===== config.mk =====
export PLATFORM = sky130hd
export DESIGN_NAME = esp32_boot_sequencer_flat
export DESIGN_NICKNAME = d
export VERILOG_FILES = /design/src/rtl/esp32_boot_sequencer_pkg.sv /design/src/rtl/esp32_boot_sequencer_if.sv /design/src/rtl/esp32_boot_sequencer_sync_2ff.sv /design/src/rtl/esp32_boot_sequencer.sv /design/src/flat_wrapper.sv
export SDC_FILE = /design/constraint.sdc
export NUM_CORES = 1
export LEC_CHECK = 0
export CAP_MARGIN = 30
export CORE_MARGIN = 3
export CORE_UTILIZATION = 60
export DETAILED_ROUTE_END_ITERATION = 12
export PLACE_DENSITY = 0.79
export SYNTH_ARGS = -nofsm -noshare
export SYNTH_HDL_FRONTEND = slang
export SYNTH_HIERARCHICAL = 1
export SYNTH_SLANG_ARGS = --single-unit

===== constraint.sdc =====
create_clock -name clk_25mhz -period 4.31 [get_ports clk_25mhz]
set_input_delay 1.0775 -clock clk_25mhz [delete_from_list [all_inputs] [get_ports clk_25mhz]]
set_output_delay 1.0775 -clock clk_25mhz [all_outputs]
set_load 0.1 [all_outputs]

===== src/rtl/esp32_boot_sequencer_pkg.sv =====
// Shared definitions for the ESP32 boot sequencer.
//   boot_state_e : FSM state encoding, also exported on state_o for LEDs/debug
//   PAIR_*       : synchronized {dtr, rts} pair values with a defined meaning
package esp32_boot_pkg;

   typedef enum logic [1:0] {
      ST_RUN   = 2'd0,
      ST_RESET = 2'd1,
      ST_STRAP = 2'd2,
      ST_HOLD  = 2'd3
   } boot_state_e;

   // Host asks for EN low.
   localparam logic [1:0] PAIR_RESET = 2'b10;
   // Host asks for GPIO0 low (bootloader entry) once EN is released.
   localparam logic [1:0] PAIR_BOOT  = 2'b01;

endpackage


===== src/rtl/esp32_boot_sequencer_if.sv =====
// Pin bundle between the FTDI/button side and the ESP32 strap/EN pad drivers.
//   ftdi_ndtr, ftdi_nrts, force_boot : asynchronous requests into the sequencer
//   wifi_en, wifi_gpio0, strap_oe    : registered pad controls out of the sequencer
//   boot_active, state_o             : status for LEDs/debug
// Signalling: there is no valid/ready handshake on this bundle. Every input is
// a level that is synchronized and sampled each clock; every output is a level
// that holds until the state register changes.
interface esp32_boot_sequencer_if;
   logic       ftdi_ndtr;
   logic       ftdi_nrts;
   logic       force_boot;
   logic       wifi_en;
   logic       wifi_gpio0;
   logic       strap_oe;
   logic       boot_active;
   logic [1:0] state_o;

   // Requesting side (FTDI pins, button, or a testbench).
   modport master (
      output ftdi_ndtr, ftdi_nrts, force_boot,
      input  wifi_en, wifi_gpio0, strap_oe, boot_active, state_o
   );

   // The sequencer itself.
   modport slave (
      input  ftdi_ndtr, ftdi_nrts, force_boot,
      output wifi_en, wifi_gpio0, strap_oe, boot_active, state_o
   );
endinterface


===== src/rtl/esp32_boot_sequencer_sync_2ff.sv =====
// Two-flop synchronizer for one asynchronous level.
//   clk_25mhz : destination clock
//   d_i       : asynchronous input
//   q_o       : synchronized output (2 cycles of latency)
// No reset: the chain flushes within two clocks of any input level.
module sync_2ff (
   input  logic clk_25mhz,
   input  logic d_i,
   output logic q_o
);

   logic meta_q;
   logic sync_q;

   always_ff @(posedge clk_25mhz) begin
      meta_q <= d_i;
      sync_q <= meta_q;
   end

   assign q_o = sync_q;

endmodule


===== src/rtl/esp32_boot_sequencer.sv =====
// ESP32 reset / boot-mode sequencer for the ULX3S.
//   clk_25mhz : sole clock
//   resetn    : synchronous, active-low reset
//   bus       : slave side of esp32_boot_sequencer_if (FTDI DTR/RTS, force_boot
//               in; wifi_en, wifi_gpio0, strap_oe, boot_active, state_o out)
// Enforces a minimum EN-low time, drives GPIO0 low while EN rises, then keeps
// the shared SD strap pins driven for 2^C_hold_bits cycles after release.
module esp32_boot_sequencer
   import esp32_boot_pkg::*;
#(
   parameter int C_en_low_cycles = 2500,
   parameter int C_hold_bits     = 17
) (
   input logic                    clk_25mhz,
   input logic                    resetn,
   esp32_boot_sequencer_if.slave  bus
);

   localparam int CW = C_hold_bits + 1;
   localparam logic [CW-1:0] CNT_EN_LAST   = CW'(C_en_low_cycles - 1);
   // Last count of the hold window: the next increment would set the top bit.
   localparam logic [CW-1:0] CNT_HOLD_LAST = {1'b0, {C_hold_bits{1'b1}}};

   logic        dtr_s, rts_s, force_s;
   logic [1:0]  pair;
   logic        force_rise;

   boot_state_e state_q, state_d;
   logic [CW-1:0] cnt_q, cnt_d;
   logic        auto_q, auto_d;
   logic        force_prev_q;
   logic        en_q, gpio0_q, oe_q, active_q;

   sync_2ff u_sync_dtr   (.clk_25mhz(clk_25mhz), .d_i(bus.ftdi_ndtr),  .q_o(dtr_s));
   sync_2ff u_sync_rts   (.clk_25mhz(clk_25mhz), .d_i(bus.ftdi_nrts),  .q_o(rts_s));
   sync_2ff u_sync_force (.clk_25mhz(clk_25mhz), .d_i(bus.force_boot), .q_o(force_s));

   assign pair       = {dtr_s, rts_s};
   assign force_rise = force_s & ~force_prev_q;

   always_comb begin
      state_d = state_q;
      auto_d  = auto_q;
      case (state_q)
         ST_RUN: begin
            // Host request beats a simultaneous button edge.
            if (pair == PAIR_RESET) begin
               state_d = ST_RESET;
               auto_d  = 1'b0;
            end else if (force_rise) begin
               state_d = ST_RESET;
               auto_d  = 1'b1;
            end
         end
         ST_RESET: begin
            // EN stays low for at least C_en_low_cycles even if the host lets go early.
            if (cnt_q >= CNT_EN_LAST) begin
               if (auto_q || (pair == PAIR_BOOT)) state_d = ST_STRAP;
               else if (pair != PAIR_RESET)       state_d = ST_RUN;
            end
         end
         ST_STRAP: begin
            if (pair == PAIR_RESET) begin
               state_d = ST_RESET;
               auto_d  = 1'b0;
            end else if (auto_q ? (cnt_q == CNT_EN_LAST) : (pair != PAIR_BOOT)) begin
               state_d = ST_HOLD;
            end
         end
         ST_HOLD: begin
            if (pair == PAIR_RESET) begin
               state_d = ST_RESET;
               auto_d  = 1'b0;
            end else if (cnt_q == CNT_HOLD_LAST) begin
               state_d = ST_RUN;
            end
         end
         default: state_d = ST_RUN;
      endcase

      // Counter restarts on every state entry; it parks at the minimum EN-low
      // count in RESET so a long host pulse cannot wrap it.
      if (state_d != state_q)
         cnt_d = '0;
      else if ((state_q == ST_RESET) && (cnt_q >= CNT_EN_LAST))
         cnt_d = cnt_q;
      else
         cnt_d = cnt_q + CW'(1);
   end

   always_ff @(posedge clk_25mhz) begin
      if (!resetn) begin
         state_q      <= ST_RUN;
         cnt_q        <= '0;
         auto_q       <= 1'b0;
         force_prev_q <= 1'b0;
         en_q         <= 1'b1;
         gpio0_q      <= 1'b1;
         oe_q         <= 1'b0;
         active_q     <= 1'b0;
      end else begin
         state_q      <= state_d;
         cnt_q        <= cnt_d;
         auto_q       <= auto_d;
         force_prev_q <= force_s;
         // Output flops load the decode of the next state, so they always
         // match state_q and GPIO0 falls on the same edge that EN rises.
         en_q         <= (state_d != ST_RESET);
         gpio0_q      <= (state_d != ST_STRAP);
         oe_q         <= (state_d == ST_STRAP) || (state_d == ST_HOLD);
         active_q     <= (state_d != ST_RUN);
      end
   end

   assign bus.wifi_en     = en_q;
   assign bus.wifi_gpio0  = gpio0_q;
   assign bus.strap_oe    = oe_q;
   assign bus.boot_active = active_q;
   assign bus.state_o     = state_q;

endmodule

===== src/flat_wrapper.sv =====
// flat-port wrapper written by rule: the top's interface ports become plain ports
module esp32_boot_sequencer_flat import esp32_boot_pkg::*;
#(
   parameter int C_en_low_cycles = 2500,
   parameter int C_hold_bits     = 17
)
  (clk_25mhz, resetn, bus_ftdi_ndtr, bus_ftdi_nrts, bus_force_boot, bus_wifi_en, bus_wifi_gpio0, bus_strap_oe, bus_boot_active, bus_state_o);
  esp32_boot_sequencer_if bus_i ();
  input logic clk_25mhz;
  input logic resetn;
  input wire logic [$bits(bus_i.ftdi_ndtr)-1:0] bus_ftdi_ndtr;
  input wire logic [$bits(bus_i.ftdi_nrts)-1:0] bus_ftdi_nrts;
  input wire logic [$bits(bus_i.force_boot)-1:0] bus_force_boot;
  output wire logic [$bits(bus_i.wifi_en)-1:0] bus_wifi_en;
  output wire logic [$bits(bus_i.wifi_gpio0)-1:0] bus_wifi_gpio0;
  output wire logic [$bits(bus_i.strap_oe)-1:0] bus_strap_oe;
  output wire logic [$bits(bus_i.boot_active)-1:0] bus_boot_active;
  output wire logic [$bits(bus_i.state_o)-1:0] bus_state_o;
  assign bus_i.ftdi_ndtr = bus_ftdi_ndtr;
  assign bus_i.ftdi_nrts = bus_ftdi_nrts;
  assign bus_i.force_boot = bus_force_boot;
  assign bus_wifi_en = bus_i.wifi_en;
  assign bus_wifi_gpio0 = bus_i.wifi_gpio0;
  assign bus_strap_oe = bus_i.strap_oe;
  assign bus_boot_active = bus_i.boot_active;
  assign bus_state_o = bus_i.state_o;
  esp32_boot_sequencer #(.C_en_low_cycles(C_en_low_cycles), .C_hold_bits(C_hold_bits)) u_core (.clk_25mhz(clk_25mhz), .resetn(resetn), .bus(bus_i));
endmodule

==> results_dict.tcl, run 1 <==
set metrics [dict create \
    swShare 0.252 \
    fmaxAchievable_mhz 320 \
    pin_count 11 \
    critical_path_class "flip-flop to output port" \
    peakVddDrop_mv 0.262 \
    synth-compound-area-share 0.120 \
    yosysUniqueCellTypes 40 \
    clkSinkCount 32 \
    ys_seq_area_frac 0.435 \
    cts-hold-fix-buffers 0 \
    synth_xor_area_frac 0.0772 \
    final_common_cell "dfxtp_1" \
    clkSlewWorstSetupHoldPaths_ns 0.10 \
    largest_register_ffs 18 \
    avgSynthCellArea_um2 9.76 \
    first_iter_violations 44 \
    postRouteAntennaNets 0 \
    synthCells 151 \
    worst_pin_slew_ns 0.979 \
    hold_violations 0 \
    final_nets 171 \
    top_register "u_core/cnt_q" \
    grt_util_all_layers 0.201 \
    critPathMaxStageDelay_ns 1.19 \
    cts-root-buf "clkbuf_4" \
    antenna_found_initial 0 \
    outcome "completed" \
    drc 0 \
    grt_start_max_net_pins 16 \
    initial_utilization 0.648 \
    p_sw_mw 0.150 \
    synth.area.mux_share 0.00679 \
    ys_async_sr_fraction 0 \
    min_path_type "flip-flop to flip-flop" \
    dieArea_um2 3090 \
    p_int_mw 0.445 \
    rsz0062_at_grt "false" \
    synthSimpleGateAreaFrac 0.317 \
    cts_buffers 5 \
    path_delay_family "buffers and inverters" \
    p_seq_frac 0.522 \
    post_drt_wl_per_cell_um 14.0 \
    finalPower_mw 0.594 \
    pwr-share-comb 0.098 \
    grt_overflow 0 \
    layout_common_cells "32 x dfxtp_1, 13 x nor2_1, 10 x clkdlybuf4s50_1, 10 x xor2_1, 10 x nor2_4" \
    firstDrtPassIters 4 \
    synth_seq_cells 32 \
    fin_crit_ns 3.12 \
    finalClockSkew_ns 0.00855 \
    portBuffers 10 \
    path_cells "clkdlybuf4s50_1" \
    yosysTopAreaCell "dfxtp_1" \
    syn-cell-area_um2 1470 \
    synth_edf_count 0 \
    synth_area_leaders "dfxtp_1 43%, nor2_4 7.6%, xor2_1 5.9%, nor2_1 3.3%, nor2b_1 2.5%" \
    crit_fanout 7 \
    placed_cell_area_um2 1600 \
    syn_nets 157 \
    design_area_um2 1680 \
    yosys_warnings 6 \
    via_per_inst 5.87 \
    die-width_um 55.6 \
    setup.worst_path.start_class "flip-flop" \
    wirelength_um 2720 \
    via_count 1138 \
    p_leak_nw 0.577 \
    finalSetupViolations 0 \
    cp.arrival_ns 2.04 \
    grt_pass1_wl_um 4910 \
    p_clk_frac 0.380 \
    core_area_um2 2280 \
    slew_headroom 0.345 \
    grt_pass1_vias 1104 \
    diodes 0 \
    power_density_nw_per_um2 355 \
    slowest_stage "clkdlybuf4s50_1" \
    num_rows 17 \
    tritoncts "done" \
    drv_cap 0 \
    postCtsResizedCells 0 \
    gp_congestion 0.877 \
    finalSetupTns_ns 0 \
    crit_buf_inv 1 \
    drive_gt1_frac 0.157 \
    synth-main-ff-cell "dfxtp_1" \
    post_cts.repair.setup_buffers 0 \
    clockBufferDepth 2 \
    synthAdderAreaFrac 0.00849 \
    dpl.hpwl_um 1940 \
    clk_latency_ns 0.33 \
    fin_crit_sh 0.724 \
    drv_slew 0 \
    synth_top_area_share 0.435 \
    synthToLayoutAreaGrowth_pct 13.7 \
    die_h_um 55.6 \
    cp.required_ns 3.23 \
    end_kind "output port" \
    synth_top_family_by_area "simple AND/OR/NAND/NOR gates" \
    cts_max_level 2 \
]
[final timing paths]
| path | startpoint | endpoint | slack, ns | cells after the start |
|---|---|---|---|---|
| setup reg to reg | u_core/cnt_q[0] | u_core/cnt_q[0] | 1.75 | 8 |
| hold reg to reg | u_core/u_sync_force/meta_q | u_core/u_sync_force/q_o | 0.33 | 0 |
| hold / removal | u_core/u_sync_force/meta_q | u_core/u_sync_force/q_o | 0.33 | 0 |
| setup / recovery | u_core/bus.state_o[0] | bus_state_o[0] | 1.19 | 1 |
[cells in the mapped netlist (3+ instances only)]
library cell	n
dfxtp_1	32
nor2_1	13
nor2_4	10
xor2_1	10
nand2_1	8
a21oi_1	6
nand3_1	6
nor2b_1	6
o21ai_0	6
nand4_1	5
nor3_1	5
and3_1	4
or3_1	4
inv_1	3
xnor2_1	3
[metrics by stage]
step	setup slack, ns	utilization	hold WS, ns	std cells
floorplan	2.00	-	0.310	151
global placement	1.52	0.689	0.310	185
detailed placement	1.56	0.701	0.312	186
CTS	1.17	0.736	0.336	194
global route	1.12	0.736	0.343	194
finish	1.19	0.736	0.334	194
[power groups by stage]
stage	Clock (mW)	Sequential, mW	Combinational, mW
5_1_grt	0.247	0.312	0.0625
3_3_place_gp	0	0.317	0.0521
2_1_floorplan	0	0.333	0.0278
3_5_place_dp	0	0.317	0.0580
6_report	0.226	0.310	0.0581
4_1_cts	0.234	0.311	0.0586
[layout make-up]
cell class,instances,area [um^2]
inverter,3,11.3
sequential,32,641
fill,168,601
multi-input combinational,112,781
timing repair buffer,11,128
tap,28,35.0
clock buffer,5,37.5
clock inverter,3,42.5
[per-layer routing]
layer,track usage,vias to the layer above,part of all wire
met2,0.338,43,0.49
met5,0,-,0
li1,-,567,-
met4,0.0833,0,0.011
met1,0.235,524,0.44
met3,0.0631,4,0.065
[cell families after synthesis]
group,count (synthesis)
fa+ha+maj,1
compound gates,24
simple gates,73
xor+xnor,13
flops,32
mux,1
buf+inv,7
(Power assumes the default switching activity.)
==> run 2, diff against run 1 <==
Settings changed: CORE_UTILIZATION 60 to 51, PLACE_DENSITY 0.79 to 0.72.
Clock period 4.31 ns to 2.7 ns, I/O delays scaled along.
==> run 2 against run 1 <==
Register-to-register slack worse by 1.2 ns. Sequential cell count stayed put. Clock power is 24% higher. Setup slack worse by 0.64 ns. Critical path depth is 7 higher. Final area is 2.1% lower. Cell count is 2.1% higher. Utilization is 11 points lower. First-iteration DRC count is 59% higher. Largest cell class unchanged. Largest power group unchanged.
==> results_dict.tcl, run 2 (same netlist as run 1, synthesis figures left out) <==
set metrics [dict create \
    p_clk_frac 0.324 \
    slew_headroom 0.729 \
    peakVddDrop_mv 0.521 \
    cts_max_level 2 \
    cts-hold-fix-buffers 0 \
    num_rows 18 \
    fin_crit_ns 2.15 \
    pin_count 11 \
    cp.depth 8 \
    antenna_found_initial 0 \
    firstDrtPassIters 4 \
    clk_latency_ns 0.32 \
    p_int_mw 0.640 \
    via_per_inst 5.64 \
    finalClockSkew_ns 0.00828 \
    p_seq_frac 0.574 \
    final_cell_count_no_fill 198 \
    finalSetupViolations 0 \
    final_nets 173 \
    dieArea_um2 3570 \
    min_path_type "flip-flop to flip-flop" \
    grt_pass1_vias 1051 \
    synthToLayoutAreaGrowth_pct 11.3 \
    first_iter_violations 70 \
    clkSlewWorstSetupHoldPaths_ns 0.10 \
    rsz0062_at_grt "false" \
    r2r_cells 8 \
    core_area_um2 2610 \
    cts-root-buf "clkbuf_4" \
    diodes 0 \
    grt_pass1_wl_um 4570 \
    p_sw_mw 0.224 \
    cp.arrival_ns 2.40 \
    setup_slack_ns 0.551 \
    grt_start_max_net_pins 12 \
    layout_common_cells "32 x dfxtp_1, 13 x nor2_1, 10 x xor2_1, 10 x nor2_4, 9 x buf_4" \
    swShare 0.259 \
    placedCellCount 190 \
    final_common_cell "dfxtp_1" \
    multi_input_area_um2 781 \
    worst_pin_slew_ns 0.402 \
    critical_path_class "flip-flop to flip-flop" \
    clkSinkCount 32 \
    setup.worst_path.start_class "flip-flop" \
    via_count 1117 \
    end_kind "flip-flop" \
    holdPathStages 0 \
    gp_congestion 0.810 \
    path_cells "ha_1 -> and3_1 -> and4_4 -> a2111oi_4 -> nor3_1 -> a211o_1 -> buf_4 -> a21oi_1" \
    drv_cap 0 \
    post_cts.repair.setup_buffers 0 \
    drc 0 \
    critPathMaxStageDelay_ns 0.36 \
    drive_gt1_frac 0.196 \
    cts_buffers 5 \
    clockBufferDepth 2 \
    crit_buf_inv 1 \
    grt_overflow 0 \
    path_delay_family "compound AO/OA/AOI/OAI gates" \
    largest_register_ffs 18 \
    post_drt_wl_per_cell_um 13.6 \
    pwr-share-comb 0.102 \
    drv_slew 0 \
    outcome "completed" \
    tritoncts "done" \
    slowest_stage "a2111oi_4" \
    hold_ws_ns 0.341 \
    cp.required_ns 2.95 \
    die_h_um 59.8 \
    power_density_nw_per_um2 526 \
    finalSetupTns_ns 0 \
    hold_violations 0 \
    postRouteAntennaNets 0 \
    portBuffers 10 \
    grt_util_all_layers 0.171 \
    top_register "u_core/cnt_q" \
    p_leak_nw 0.574 \
    postCtsResizedCells 0 \
    wirelength_um 2690 \
    dpl_worst_slack_ns 0.583 \
    dpl.hpwl_um 2010 \
    regArea_um2 641 \
    fin_crit_sh 0.796 \
    initial_utilization 0.564 \
    die-width_um 59.8 \
    fmaxAchievable_mhz 465 \
    crit_fanout 9 \
    fillers 224 \
]
run 2: layout make-up:
class / count / area share
Clock buffer: 7 / 0.0336
Clock inverter: 1 / 0.00458
Inverter: 3 / 0.00687
Multi-Input combinational cell: 112 / 0.476
Sequential cell: 32 / 0.391
Tap cell: 30 / 0.0229
Timing Repair Buffer: 13 / 0.0656
run 2: worst paths after layout:
kind	from	end	slack, ns
max reg2reg	u_core/cnt_q[0]	u_core/cnt_q[11]	0.55
max	u_core/cnt_q[0]	u_core/cnt_q[11]	0.55
min	u_core/u_sync_force/meta_q	u_core/u_sync_force/q_o	0.34
min reg2reg	u_core/u_sync_force/meta_q	u_core/u_sync_force/q_o	0.34
run 2: per-layer routing:
layer	vias up	track usage	wire (um)
met3	0	0.0670	122
li1	567	-	-
met2	21	0.273	1310
met5	-	0	0
met4	0	0.0633	0
met1	529	0.206	1260
run 2: stage by stage:
step | instance area, um^2 | utilization | power [mW]
detailed placement | 1580 | 0.604 | 0.594
global route | 1640 | 0.628 | 0.907
CTS | 1640 | 0.628 | 0.876
global placement | 1580 | 0.604 | 0.592
floorplan | 1470 | - | 0.576
finish | 1640 | 0.628 | 0.864
run 2: power groups by stage:
stage               Sequential, mW  Combinational, mW  Clock, mW
floorplan                    0.532             0.0444          0
global placement             0.506             0.0862          0
detailed placement           0.507             0.0875          0
CTS                          0.496             0.0879      0.292
global route                 0.498             0.0929      0.316
finish                       0.496             0.0877      0.280
==> run 3, diff against run 2 <==
Settings changed: CORE_UTILIZATION 51 to 56, PLACE_DENSITY 0.72 to 0.75.
Clock period 2.7 ns to 2 ns, I/O delays scaled along.
==> run 3 against run 2 <==
Final area increased by 17%. Cell count increased by 3.0%. Non-clock buffer count increased by 8. Utilization increased by 19 points. Critical path depth decreased by 1. First-iteration DRC count decreased by 31%. Combinational power increased by 94%. Highest routed layer is now met4. Setup slack got worse by 0.52 ns. Sequential power increased by 35%. Sequential share of layout area decreased by 5.4 points. Clock skew increased by 0.0015 ns. Global-route usage increased by 2.2 points.
==> results_dict.tcl, run 3 (same netlist as run 1, synthesis figures left out) <==
set metrics [dict create \
    crit_fanout 4 \
    drive_gt1_frac 0.386 \
    cts_max_level 2 \
    grt_util_all_layers 0.193 \
    portBuffers 10 \
    finalSetupViolations 0 \
    top_register "u_core/cnt_q" \
    die_h_um 57.3 \
    finalClockSkew_ns 0.00981 \
    end_kind "flip-flop" \
    drv_cap 0 \
    clockBufferDepth 2 \
    pin_count 11 \
    tritoncts "done" \
    hp-start "u_core/u_sync_force/meta_q" \
    timing.rr.end "u_core/cnt_q[4]" \
    slowest_stage "dfxtp_1" \
    design_area_um2 1920 \
    r2r_start "u_core/cnt_q[12]" \
    cts_buffers 5 \
    finalSetupTns_ns 0 \
    wirelength_um 3220 \
    peakVddDrop_mv 0.643 \
    p_leak_nw 0.666 \
    setup_slack_ns 0.0327 \
    outcome "completed" \
    postRouteAntennaNets 0 \
    cp.required_ns 2.26 \
    layout_common_cells "27 x dfxtp_1, 13 x nor2_4, 11 x buf_4, 10 x nor2_1, 8 x nand2_1" \
    firstDrtPassIters 4 \
    via_per_inst 5.91 \
    largest_register_ffs 18 \
    core_area_um2 2360 \
    hold_ws_ns 0.333 \
    power_density_nw_per_um2 633 \
    cts-hold-fix-buffers 0 \
    r2r_slack_ns 0.03 \
    drc 0 \
    dpl.hpwl_um 2090 \
    post_cts.repair.setup_buffers 0 \
    fmaxAchievable_mhz 508 \
    clkSinkCount 32 \
    hold_end "u_core/u_sync_force/q_o" \
    initial_utilization 0.624 \
    drv_slew 0 \
    synthToLayoutAreaGrowth_pct 30.6 \
    r2r_cells 7 \
    diodes 0 \
    crit_start "u_core/cnt_q[12]" \
    gp_congestion 0.899 \
    die-width_um 57.3 \
    cp.arrival_ns 2.23 \
    fillers 139 \
    dieArea_um2 3280 \
    grt_overflow 0 \
    grt_start_max_net_pins 12 \
    via_count 1205 \
    grt_pass1_wl_um 4920 \
    min_path_type "flip-flop to flip-flop" \
    final_common_cell "dfxtp_1" \
    clkSlewWorstSetupHoldPaths_ns 0.10 \
    post_drt_wl_per_cell_um 15.8 \
    worst_pin_slew_ns 0.365 \
    rsz0062_at_grt "true" \
    hold_violations 0 \
    setup.worst_path.start_class "flip-flop" \
    fin_crit_ns 1.97 \
    dpl_worst_slack_ns 0.00792 \
    first_iter_violations 48 \
    antenna_found_initial 0 \
    slew_headroom 0.755 \
    path_cells "nor2_1 -> and3_1 -> a2111oi_4 -> nor3_2 -> a211o_4 -> clkbuf_16 -> nor2_4" \
    critical_path_class "flip-flop to flip-flop" \
    placed_cell_area_um2 1650 \
    final_nets 181 \
    fin_crit_sh 0.984 \
    num_rows 17 \
    clk_latency_ns 0.32 \
    grt_pass1_vias 1179 \
    critPathMaxStageDelay_ns 0.45 \
    cts-root-buf "clkbuf_4" \
    holdPathStages 0 \
]
-- run 3: cell types whose count changed in the layout (fill, tap and decap cells not counted), moves of 2 or more --
cell / previous run / this run
xor2_1: 10 / 6
dfxtp_1: 32 / 27
xor2_2: 0 / 4
nor3_1: 5 / 3
buf_12: 0 / 3
a21oi_2: 0 / 4
clkinv_2: 0 / 2
dfxtp_2: 0 / 5
a21oi_1: 6 / 2
buf_4: 9 / 11
nor2_1: 13 / 10
nor2_4: 10 / 13
-- run 3: how the worst max path moves through the flow --
| stage | endpoint | slack, ns | cells after the start |
|---|---|---|---|
| 2_1_floorplan | u_core/cnt_q[8] | 0.01 | 9 |
| 3_3_place_gp | u_core/cnt_q[15] | 0.07 | 8 |
| 3_5_place_dp | u_core/cnt_q[13] | 0.008 | 8 |
| 4_1_cts | u_core/cnt_q[13] | -0.02 | 8 |
| 5_1_grt | u_core/cnt_q[3] | -0.08 | 7 |
| 6_report | u_core/cnt_q[4] | 0.03 | 7 |
-- run 3: layer usage --
metal,global-route usage,part of all wire
met3,0.0543,0.046
met1,0.232,0.42
met2,0.318,0.52
met5,0,0
met4,0.0894,0.0096
-- run 3: cell type report --
class	instances	area [um^2]	area share
multi-input cells	112	936	0.486
flip-flops and latches	32	647	0.336
inverters	3	11.3	0.00585
clock buffers	6	51.3	0.0267
repair buffers	21	234	0.122
well taps	28	35.0	0.0182
clock inverters	2	10.0	0.00520
-- run 3: metrics by stage --
step                      std cells  total power [mW]  utilization
after detailed placement        194             0.814        0.699
after floorplan                 151             0.779            -
after CTS                       202              1.19        0.725
after global routing            204              1.28        0.815
after global placement          194             0.810        0.699
final                           204              1.22        0.815
-- run 3: power breakdown --
part,total [mW],switching (mW),internal [mW]
Sequential,0.672,0.0159,0.656
Clock,0.377,0.210,0.167
Combinational,0.170,0.100,0.0694
Total,1.22,0.326,0.893
-- run 3: worst max-delay path: cells and delay by family (launching register included) --
family                 cells  cell delay, ns
AOI/OAI and AO/OA          2            0.78
buffers and inverters      1            0.18
and+or+nand+nor            4            0.49
DFF                        1            0.45
-- run 3: timing repair --
item / in CTS / in global routing
pin swaps: 0 / 14
endpoints found under the setup margin: 2 / 19
cloned: 0 / 2
gates resized for setup: 0 / 39
==> patch (settings of run 1) <==
`C_hold_bits` is set to 17 in 2 places; all go to 25.
--- a/src/rtl/esp32_boot_sequencer.sv
+++ b/src/rtl/esp32_boot_sequencer.sv
@@ -9,7 +9,7 @@
    import esp32_boot_pkg::*;
 #(
    parameter int C_en_low_cycles = 2500,
-   parameter int C_hold_bits     = 17
+   parameter int C_hold_bits     = 25
 ) (
    input logic                    clk_25mhz,
    input logic                    resetn,
--- a/src/flat_wrapper.sv
+++ b/src/flat_wrapper.sv
@@ -2,7 +2,7 @@
 module esp32_boot_sequencer_flat import esp32_boot_pkg::*;
 #(
    parameter int C_en_low_cycles = 2500,
-   parameter int C_hold_bits     = 17
+   parameter int C_hold_bits     = 25
 )
   (clk_25mhz, resetn, bus_ftdi_ndtr, bus_ftdi_nrts, bus_force_boot, bus_wifi_en, bus_wifi_gpio0, bus_strap_oe, bus_boot_active, bus_state_o);
   esp32_boot_sequencer_if bus_i ();
Formal check against the unedited RTL: no difference found for any inputs over 10 cycles, from zero or initial values and one cycle with resetn low; that may be too few to reach the edited logic, so the function may still have changed.
==> patch against run 1 <==
- clock skew rose by 0.0033 ns
- synthesized cell count rose by 44%
- synthesized area rose by 27%
- setup slack improved by 0.029 ns
- routed wire length rose by 40%
- sequential cell count rose by 8
- non-clock buffer count did not move
- cell area rose by 22%
- utilization fell by 2.3 points
- register-to-register slack got worse by 0.32 ns
- critical path depth did not move
- power rose by 5.2%
- sequential share of layout area rose by 0.79 points
==> patch: results (changes against run 1) <==
stage	metric	value	unit	change
critical_path	crit_fanout	8		+1
layout	fillCellCount	230		+37%
grt	antenna_found_initial	0		unchanged
critical_path	worstReg2RegStart	u_core/cnt_q[3]		
hold_path	worstHoldStart	u_core/u_sync_rts/meta_q		
routing	detailedRoute.firstIterationViolations	98		+120%
layout	drive_gt1_share	4.78	%	-11 points
synth	netlist_top_cells_count	dfxtp_1 (40), nor2_1 (30), nand3_1 (19), xor2_1 (17), nand2_1 (14)		
synth	syn_nets	224		+43%
placed_design	placed_area	1990	um2	+25%
grt	grt_max_degree	27		+11
critical_path	worst_r2r_endpoint	u_core/cnt_q[18]		
layout	largest_reg_flops	26		+8
grt	grt_pass1_vias	1509		+37%
sta	fin_skew	0.0119	ns	+0.00334 ns
critical_path	regToRegSetupSlack	1.43	ns	-0.32 ns
routing	wl_per_cell	14.0	um	-0.42%
cts	cts_setup_buffers	0		unchanged
placed_design	hpwl	2700	um	+39%
grt	grt_pass1_wl	6570	um	+34%
synth	synthTopCellsByArea	dfxtp_1 (43%), xor2_1 (7.9%), nor2_1 (6.0%), nand3_1 (5.1%), nand4_1 (3.0%)		
cts	clock_latency	0.34	ns	
routing	viasPerCell	5.93		+1.1%
synth	synth_cell_types	39		-2.5%
sta	maxSlewHeadroom	35.0	%	+0.41 points
synth	yosysSeqAreaShare	42.7	%	-0.80 points
synth	synth_ff_type	dfxtp_1		
synth	synth_warnings	6		unchanged
critical_path	arrival	2.02	ns	-0.02 ns
power_and_ir_drop	ir_worst_vdd	250	uV	-4.6%
outcome	outcome	complete, no violations		
layout	finish.net_count	235		+37%
placed_design	gp_congestion	0.876		-0.15%
critical_path	timing.critical_path.from	u_core/bus.state_o[1]		
critical_path	ff2ff_path_depth	5		-3
grt	track_usage	23.2	%	+3.1 points
power_and_ir_drop	p_leak	0.000726	uW	+26%
hold_path	whs_endpoint	u_core/u_sync_rts/q_o		
## patch: worst max-delay path by stage
stage                       endpoint  slack, ns
floorplan           u_core/cnt_q[11]       1.81
global placement    u_core/cnt_q[21]       1.47
detailed placement  u_core/cnt_q[18]       1.36
CTS                   bus_state_o[1]       1.21
global route          bus_state_o[1]       1.14
finish                bus_state_o[1]       1.22
## patch: area by class of cell
type,instances,share of cell area (%)
Clock buffer,8,2.87
Inverter,3,0.549
Multi-Input combinational cell,168,49.8
Sequential cell,40,39.0
Tap cell,42,2.56
Timing Repair Buffer,11,5.24
## patch: kinds of logic after synthesis
| group | synth area share, % |
|---|---|
| AOI/OAI and AO/OA | 8.07 |
| xor gates and xnor gates | 8.87 |
| adders and majority gates | 0.667 |
| buffers and inverters | 2.93 |
| DFF | 42.7 |
| muxes | 0.533 |
| and+or+nand+nor | 36.3 |
## patch: power by group
group | internal (uW) | switching, uW
clock network | 80.5 | 111
logic | 16.4 | 34.5
registers | 378 | 5.39
total | 475 | 151
## patch: per-stage QoR
| stage | util, % | hold WS (ns) | instances | total power [uW] |
|---|---|---|---|---|
| after floorplan | - | 0.310 | 218 | 431 |
| after detailed placement | 69.3 | 0.316 | 264 | 442 |
| after global placement | 69.3 | 0.310 | 264 | 440 |
| final | 71.3 | 0.338 | 272 | 625 |
| after global routing | 71.3 | 0.352 | 272 | 651 |
| after CTS | 71.3 | 0.340 | 272 | 630 |
## patch: layer usage
metal  wire [um]  track usage (%)  part of all wire (%)  vias up
met5           0                0                     0        -
met2        1800             38.7                    47       43
met4          46             7.88                   1.2        0
met3         167             5.58                   4.4        6
li1            -                -                     -      805
met1        1780             29.4                    47      759
